<file path="src/rtl/pri_dec_pkg.sv">
// Shared types for the priority decoder: line index, one-hot word and FSM state.
package pri_dec_pkg;

    localparam int NUM_LINES = 4;

    typedef logic [1:0]           idx_t;
    typedef logic [NUM_LINES-1:0] onehot_t;

    typedef enum logic {
        IDLE  = 1'b0,
        DRIVE = 1'b1
    } state_e;

    function automatic onehot_t decode_idx(input idx_t idx);
        return onehot_t'(1) << idx;
    endfunction

endpackage

</file>
<file path="src/rtl/pri_dec_fifo.sv">
// Small index FIFO; level counts 0..DEPTH so full and empty stay distinct.
module pri_dec_fifo
    import pri_dec_pkg::*;
#(
    parameter int DEPTH = 4
) (
    input  logic                   clk,
    input  logic                   rst_n,
    input  logic                   push_i,
    input  logic                   pop_i,
    input  idx_t                   data_i,
    output idx_t                   head_o,
    output logic [$clog2(DEPTH):0] level_o,
    output logic                   full_o,
    output logic                   empty_o
);

    localparam int AW = $clog2(DEPTH);

    logic [AW-1:0] wr_q, rd_q;
    logic [AW:0]   level_q;
    idx_t          mem_q [DEPTH];
    logic          do_push, do_pop;

    assign full_o  = (level_q == (AW+1)'(DEPTH));
    assign empty_o = (level_q == '0);
    // Guard against a push into a full FIFO even when a pop coincides.
    assign do_push = push_i & ~full_o;
    assign do_pop  = pop_i & ~empty_o;

    always_ff @(posedge clk or negedge rst_n) begin
        if (!rst_n) begin
            wr_q    <= '0;
            rd_q    <= '0;
            level_q <= '0;
        end else begin
            if (do_push) wr_q <= wr_q + 1'b1;
            if (do_pop)  rd_q <= rd_q + 1'b1;
            case ({do_push, do_pop})
                2'b10:   level_q <= level_q + 1'b1;
                2'b01:   level_q <= level_q - 1'b1;
                default: level_q <= level_q;
            endcase
        end
    end

    always_ff @(posedge clk) begin
        if (do_push) mem_q[wr_q] <= data_i;
    end

    assign head_o  = mem_q[rd_q];
    assign level_o = level_q;

endmodule

</file>
<file path="src/rtl/pri_decoder.sv">
// Buffered index-to-one-hot decoder; each word is held for HOLD_CYCLES cycles.
// Optional per-line hit counters are enabled with PRI_DECODER_HITCNT_EN.
module pri_decoder
    import pri_dec_pkg::*;
#(
    parameter int HOLD_CYCLES = 4,
    parameter int DEPTH       = 4
) (
    input  logic                   clk,
    input  logic                   rst_n,
    input  logic                   in_valid,
    input  idx_t                   in_idx,
    output logic                   in_ready,
    output logic                   out_valid,
    output onehot_t                out_onehot,
    output logic [$clog2(DEPTH):0] fifo_level
`ifdef PRI_DECODER_HITCNT_EN
    ,
    output logic [31:0]            hit_cnt
`endif
);

    localparam logic [7:0] HOLD_M1 = 8'(HOLD_CYCLES - 1);

    state_e     state_q, state_d;
    logic [7:0] hold_q, hold_d;
    onehot_t    onehot_q, onehot_d;
    logic       load;
    logic       fifo_push, fifo_full, fifo_empty;
    idx_t       fifo_head;

    assign in_ready  = ~fifo_full;
    assign fifo_push = in_valid & in_ready;

    pri_dec_fifo #(.DEPTH(DEPTH)) u_fifo (
        .clk     (clk),
        .rst_n   (rst_n),
        .push_i  (fifo_push),
        .pop_i   (load),
        .data_i  (in_idx),
        .head_o  (fifo_head),
        .level_o (fifo_level),
        .full_o  (fifo_full),
        .empty_o (fifo_empty)
    );

    always_ff @(posedge clk or negedge rst_n) begin
        if (!rst_n) begin
            state_q  <= IDLE;
            hold_q   <= '0;
            onehot_q <= '0;
        end else begin
            state_q  <= state_d;
            hold_q   <= hold_d;
            onehot_q <= onehot_d;
        end
    end

    // A load pops the FIFO head; at hold 0 the next word loads with no bubble.
    always_comb begin
        state_d  = state_q;
        hold_d   = hold_q;
        onehot_d = onehot_q;
        load     = 1'b0;
        unique case (state_q)
            IDLE: begin
                if (!fifo_empty) begin
                    load    = 1'b1;
                    state_d = DRIVE;
                end
            end
            DRIVE: begin
                if (hold_q != 8'd0) begin
                    hold_d = hold_q - 8'd1;
                end else if (!fifo_empty) begin
                    load = 1'b1;
                end else begin
                    state_d  = IDLE;
                    onehot_d = '0;
                end
            end
            default: state_d = IDLE;
        endcase
        if (load) begin
            hold_d   = HOLD_M1;
            onehot_d = decode_idx(fifo_head);
        end
    end

    always_comb begin
        out_valid  = (state_q == DRIVE);
        out_onehot = (state_q == DRIVE) ? onehot_q : '0;
    end

`ifdef PRI_DECODER_HITCNT_EN
    logic [7:0] hit_q [NUM_LINES];

    always_ff @(posedge clk or negedge rst_n) begin
        if (!rst_n) begin
            for (int i = 0; i < NUM_LINES; i++) hit_q[i] <= '0;
        end else if (load && hit_q[fifo_head] != 8'hFF) begin
            hit_q[fifo_head] <= hit_q[fifo_head] + 8'd1;
        end
    end

    for (genvar g = 0; g < NUM_LINES; g++) begin : g_hit
        assign hit_cnt[8*g +: 8] = hit_q[g];
    end
`endif

endmodule
</file>
<file path="config.mk">
export PLATFORM = sky130hd
export DESIGN_NAME = pri_decoder
export DESIGN_NICKNAME = d
export VERILOG_FILES = /design/src/rtl/pri_dec_pkg.sv /design/src/rtl/pri_dec_fifo.sv /design/src/rtl/pri_decoder.sv
export SDC_FILE = /design/constraint.sdc
export NUM_CORES = 1
export LEC_CHECK = 0
export BUFFER_PORTS_ARGS = -buffer_cell sky130_fd_sc_hd__buf_4
export CORE_MARGIN = 5
export CORE_UTILIZATION = 45
export CTS_CLUSTER_DIAMETER = 80
export CTS_CLUSTER_SIZE = 10
export DETAILED_ROUTE_END_ITERATION = 10
export GPL_TIMING_DRIVEN = 0
export HOLD_SLACK_MARGIN = 0.15
export PLACE_DENSITY_LB_ADDON = 0.3
export REMOVE_ABC_BUFFERS = 1
export SLEW_MARGIN = 25
export SYNTH_ARGS = -nofsm -noshare
export SYNTH_HDL_FRONTEND = slang
export SYNTH_SLANG_ARGS = --single-unit
</file>
<file path="constraint.sdc">
create_clock -name clk -period 2.7 [get_ports clk]
set_input_delay 0.405 -clock clk [delete_from_list [all_inputs] [get_ports clk]]
set_output_delay 0.405 -clock clk [all_outputs]
set_load 0.02 [all_outputs]
</file>
# [After elaboration in Yosys (flattened, before gate mapping)]
# Memories as Yosys holds them, arrays and structs flattened.
# Index checks and enable logic that the tools add are counted.
[totals] regBits=20 mem_bits_rw=8 out_inout_bits=9 in_bits=5 mem_count=1
[op_classes] n_bitwise=6 eq_ne=4 n_mux=16 n_addsub=5 n_shift=1 n_reduce_logical=8
[mem_list] name="u_fifo.mem_q" depth=4 word_bits=2 read_ports=1 rd_ports_with_merged_regs=0 wr=1 line_no="pri_dec_fifo.sv:22" text="idx_t mem_q [DEPTH];"
[ops] op="2-to-1 mux 8 bit" count=3
[ops] op="2-to-1 mux 4 bit" count=5
[ops] op="nonzero test 2 bit" count=4
[ops] op="nonzero test 8 bit" count=1
[ops] op="subtractor 8 x 1 -> 8 bit (second input constant)" count=1
[ops] op="one-hot mux 3 bit (2 select lines)" count=1
[ops] op="2-to-1 mux 1 bit" count=5
[ops] op="adder 2 x 1 -> 2 bit (second input constant)" count=2
[ops] op="one-hot mux 1 bit (2 select lines)" count=2
[ops] op="<< shifter 1 x 2 -> 4 bit (first input constant)" count=1
[ops] op="adder 3 x 1 -> 3 bit (second input constant)" count=1
[ops] op="bitwise AND 1 bit" count=3
[ops] op="== test 3 bit (second input constant)" count=1
[ops] op="zero test 3 bit" count=1
[ops] op="NOT 1 bit" count=3
[ops] op="AND reduction 3 bit" count=1
[ops] op="subtractor 3 x 1 -> 3 bit (second input constant)" count=1
[ops] op="== test 2 x 1 -> 1 bit (second input constant)" count=1
[ops] op="== test 2 bit (second input constant)" count=1
[ops] op="!= test 2 x 1 -> 1 bit (second input constant)" count=1
[ops] op="AND reduction 2 bit" count=1

# [Logic depth before layout (Yosys ltp)]
[logic_depth] depth_word=7 ltp_mapped=13 ltp_nobuf=12

# [Hierarchy]
# Synthesis repeated with hierarchy kept, for this count alone.
[hier_totals] cells_unflattened=117 hier_area_um2=1432.6
[by_module_without_submodules] mod="pri_dec_fifo" area_each_um2=725.7 cells_per_inst=47 instances=1 seq_area_each_um2=415.4
[by_module_without_submodules] mod="pri_decoder" area_each_um2=706.9 cells_per_inst=70 instances=1 seq_area_each_um2=325.3

# [Worst setup path before layout]
# No wires, ideal clock.
[synth_timing] path_type="register -> register" start="register hold_q[0]" end="register u_fifo.level_q[2], in the netlist u_fifo.level_o[2]" required_time_ns=2.620 path_stages_with_launch=14 arrival_ns=2.335 slack_ns=0.285 path_buffers=1 setup_time_ns=0.080 period_less_slack_ns=2.415 cell_sequence="dfrtp_1 > inv_1 > ha_1 > nor3b_2 > a21boi_2 > nand2b_1 > buf_6 > inv_1 > ha_1 > inv_1 > fa_1 > xor2_1 > nor2_1 > xor2_1"
[synth_via] elab_chain_len=6
[synth_rtl] element="start, declared" line_no="pri_decoder.sv:26" text="logic [7:0] hold_q, hold_d;"
[synth_rtl] element="start signal, assigned" line_no="pri_decoder.sv:54" text="hold_q <= hold_d;"
[synth_rtl] element="nonzero test 8 bit *" line_no="pri_decoder.sv:73" text="if (hold_q != 8'd0) begin"
[synth_rtl] element="2-to-1 mux 1 bit *" line_no="pri_decoder.sv:73"
[synth_rtl] element="one-hot mux 1 bit (2 select lines) *" line_no="pri_decoder.sv:65" text="unique case (state_q)"
[synth_rtl] element="bitwise AND 1 bit *" line_no="pri_dec_fifo.sv:29" text="assign do_pop = pop_i & ~empty_o;"
[synth_rtl] element="via u_fifo.do_pop" line_no="pri_dec_fifo.sv:23" text="logic do_push, do_pop;"
[synth_rtl] element="== test 2 x 1 -> 1 bit or == test 2 bit (tied branches)" line_no="pri_dec_fifo.sv:39" text="case ({do_push, do_pop})"
[synth_rtl] element="one-hot mux 3 bit (2 select lines) or nonzero test 2 bit (tied branches)"
[synth_rtl] element="end signal, assigned" line_no="pri_dec_fifo.sv:40" text="2'b10: level_q <= level_q + 1'b1;"
[synth_rtl] element="end signal, assigned" line_no="pri_dec_fifo.sv:41" text="2'b01: level_q <= level_q - 1'b1;"
[synth_rtl] element="end signal, assigned" line_no="pri_dec_fifo.sv:42" text="default: level_q <= level_q;"
[synth_rtl] element="end, declared" line_no="pri_dec_fifo.sv:21" text="logic [AW:0] level_q;"
# The timed path passes the listed nets; every way through them passes the cells marked *.
# A chain may end at the register's enable or synchronous reset.

# [Final worst setup path]
[layout_timing] start="register hold_q[5]" end="register u_fifo.level_q[2], in the netlist u_fifo.level_o[2]"
# Same word-level chain as after synthesis.

==> impl_summary.md <==
Outcome
The flow ran to the end, and the final reports show no timing, DRC or antenna violations.

Clocking
Clock-pin slew was measured on the worst setup and hold paths at 0.15 ns. The TritonCTS clock tree is done. The clock tree buffer depth is 2. The clock tree root buffer cell is clkbuf_4.

For the worst-skew pair, the clock arrives at the later sink with an insertion delay of about 0.32 ns. Clock tree synthesis inserted a total of 3 buffers. The H-tree level count is 1.

For this design, the sink count on the clock tree is 28.

STA
The final critical-path share of the clock period is 0.929. Setup repair after global routing left no endpoint under its margin. Between clock sinks in the finished design, the worst skew comes to 0.00236 ns. In this run the tightest slew margin relative to its limit is 0.564. The final max-slew violation count is 0. The final hold violation count is 0. The worst path needs 2.51 ns of the cycle, external delays included. The maximum frequency from static timing analysis is 399 MHz. The total of endpoints with negative setup slack in the final report is 0. For the pin with the worst max-slew slack, the measured transition is 0.651 ns.

Adding up every negative setup slack in the final design gives 0 ns.

Setup path
The start point of the critical path is hold_q[5]$_DFFE_PN0P_. In this run the critical register-to-register path is launched from hold_q[5]$_DFFE_PN0P_. STA classifies the critical path endpoint as a flip-flop.

The worst reg2reg path depth is 10. Data arrives at the worst endpoint at 2.78 ns. Along the worst path, the maximum fanout reaches 7.

For the worst setup path, the data required time is ~3.0 ns. STA classifies the critical path startpoint as a flip-flop. The classification of the worst setup path is reg2reg.

Synth
The number of warnings reported in the yosys synthesis log is 0. The share of synthesized area in the top cell type comes to 0.347. By area the synthesized netlist is led by dfrtp_1 (35%), edfxtp_1 (17%), ha_1 (6.1%), mux4_2 (3.1%), inv_1 (2.6%).

The flip-flop and latch count after synthesis is 28. The sequential area share after synthesis is 0.513. The cell area after technology mapping is 1440 um^2.

The synthesized design contains 8 enable-type register cells. The average instance in the mapped netlist occupies 12.3 um^2. The number of instances in the synthesized netlist is approximately 120. Summed over all instances, the cell type with the most area after synthesis is dfrtp_1. For this run, asynchronously set or reset flops after synthesis account for 0.714. The most frequently used flop master after synthesis is dfrtp_1. The number of different library cells used by synthesis comes to 41.

Drt
The first routing iteration left 50 violations. The routed wire length is approximately 2400 um. The average routed wire per standard cell is approximately 14 um.

Before antenna repair, the detailed router went through 3 iterations. The via count is 933. After detailed routing, the number of remaining DRC violations is 0.

In this run the remaining antenna-violating nets after routing total 0. Dividing the detail-routed via count by the number of cells gives around 5.2.

Power and ir drop
VDD sags by at most ~0.00045 V. The total power draw is 1760 uW. In this run the static leakage power is approximately 0.00073 uW. Power spread over the standard cell area amounts to 1050 nW/um^2.

Placement
The placer congestion estimate is roughly 0.76. The count of port buffers added during placement is 13. The placed cell area is 1570 um^2. After detailed placement, the design holds a cell count of 171.

The half-perimeter wire length of the detailed placement result is 1800 um.

Finish
The finished cells cover approximately 1700 um^2. The final layout contains 149 nets. The number of diodes added for antenna fixing is 0.

In the final layout, the share of cells above drive strength 1 is 0.259. The count of non-filler cells in the finished layout is 179. The layout has 270 filler cells. The area growth from synthesis to layout is 16.5%. At the end of the flow the core is filled with cells to 0.550.

Global route
The first global-routing pass estimated around 4300 um of wire. The number of global-route vias before repair was around 950. Entering global routing, the biggest net connects 21 pins. The total overflow left after global routing is 0. The overall track demand over capacity in global routing is 0.127. The initial antenna violation count is 0.

Worst hold path
The worst hold path belongs to the class in2reg. The worst hold path begins at in_idx[1]. The number of cells on the worst hold path is 1.

Run
The count of max-cap constraint violations is 0.

Floorplanning
After floorplanning, the core was sized to cover 3050 um^2. The chip height is 66.6 um. The top-level I/O count is 14. The floorplan has 20 rows. The horizontal extent of the die is 66.6 um. The die covers between 4000 and 5000 um^2. For this configuration, the core starts out at a cell density of 0.473.
repair_timing:
action                     CTS  global route
hold endpoints to repair    20             0
cloned                       0             0
hold buffers                 1             0
gates resized for setup      4             0
setup endpoints to repair    2             1
setup buffers                1             2
pin swaps                    1             1
cell usage in the layout (no fill, tap or decap), types with 2 or more instances in the layout:
cell type | synthesis | routed
ha_1 | 7 | 7
nor3_1 | 6 | 5
a31o_2 | 2 | 2
buf_4 | 0 | 16
a21oi_1 | 2 | 2
dfrtp_1 | 20 | 20
mux4_2 | 2 | 2
a31o_1 | 2 | 2
o21ai_0 | 7 | 7
xnor2_1 | 3 | 3
and3_1 | 4 | 4
xor2_1 | 4 | 4
nand3_1 | 2 | 2
inv_1 | 10 | 10
clkbuf_4 | 0 | 3
nor2_1 | 4 | 4
edfxtp_1 | 8 | 8
nand2_1 | 4 | 4
and2_1 | 5 | 5
per-layer routing:
metal	part of all wire	wire, um	GRT usage
met1	0.46	1110	0.163
met2	0.49	1200	0.217
met3	0.039	94	0.0219
met4	0.0058	14	0.0381
met5	0	0	0
stage by stage:
step	setup slack (ns)	hold slack (ns)
final	0.191	0.265
after global routing	0.000302	0.242
after CTS	0.0840	0.259
after detailed placement	-0.220	0.301
after global placement	-0.166	0.299
after floorplan	0.185	0.109
cell usage after synthesis, types with 2 or more instances:
cell type and number:
nand3_1 2, nand2_1 4, a21oi_1 2, and3_1 4, and2_1 5, dfrtp_1 20, a31o_2 2, mux4_2 2
buf_6 2, nor2_1 4, edfxtp_1 8, inv_1 10, ha_1 7, a31o_1 2, xnor2_1 3, xor2_1 4
nor3_1 6, o21ai_0 7
final cells by class:
class	count	area, um^2	area share
Inverter	10	37.5	0.0223
Tap cell	44	55.1	0.0328
Clock buffer	3	22.5	0.0134
Clock inverter	1	30.0	0.0179
Timing Repair Buffer	17	130	0.0774
Sequential cell	28	741	0.441
Multi-Input combinational cell	76	664	0.395
cell families after synthesis:
| group | synth area share |
|---|---|
| mux | 0.0460 |
| simple gates | 0.180 |
| compound gates | 0.0997 |
| fa+ha+maj | 0.0746 |
| xor+xnor | 0.0425 |
| buf+inv | 0.0442 |
| flops | 0.513 |
worst paths after layout:
check                                                 to  slack (ns)
max in group asynchronous          hold_q[4]$_DFFE_PN0P_        2.03
max                        u_fifo.level_o[2]$_DFFE_PN0P_        0.19
min                         u_fifo.mem_q[3][1]$_DFFE_PP_        0.27
min reg2reg                      onehot_q[0]$_DFFE_PN0P_        0.52
max reg2reg                u_fifo.level_o[2]$_DFFE_PN0P_        0.19
min in group asynchronous        onehot_q[1]$_DFFE_PN0P_        0.47
flip-flops by register name (all words and copies together), names as in the netlist:
| register | flops |
|---|---|
| hold_q | 8 |
| onehot_q | 4 |
| out_valid | 1 |
| u_fifo.level_o | 3 |
| u_fifo.mem_q | 8 |
| u_fifo.rd_q | 2 |
| u_fifo.wr_q | 2 |
power breakdown:
group / switching [uW] / internal, uW / total, uW
Clock: 126 / 150 / 276
Combinational: 372 / 349 / 721
Sequential: 172 / 595 / 767
critical path: stages, from the launching register on:
cell	delay [ns]
dfrtp_1	0.48
nor4_4	0.46
a21boi_4	0.14
nand2b_4	0.20
inv_1	0.13
ha_1	0.20
inv_1	0.06
fa_1	0.37
xor2_1	0.15
nor2_1	0.11
xor2_1	0.15
(Power assumes the default switching activity.)
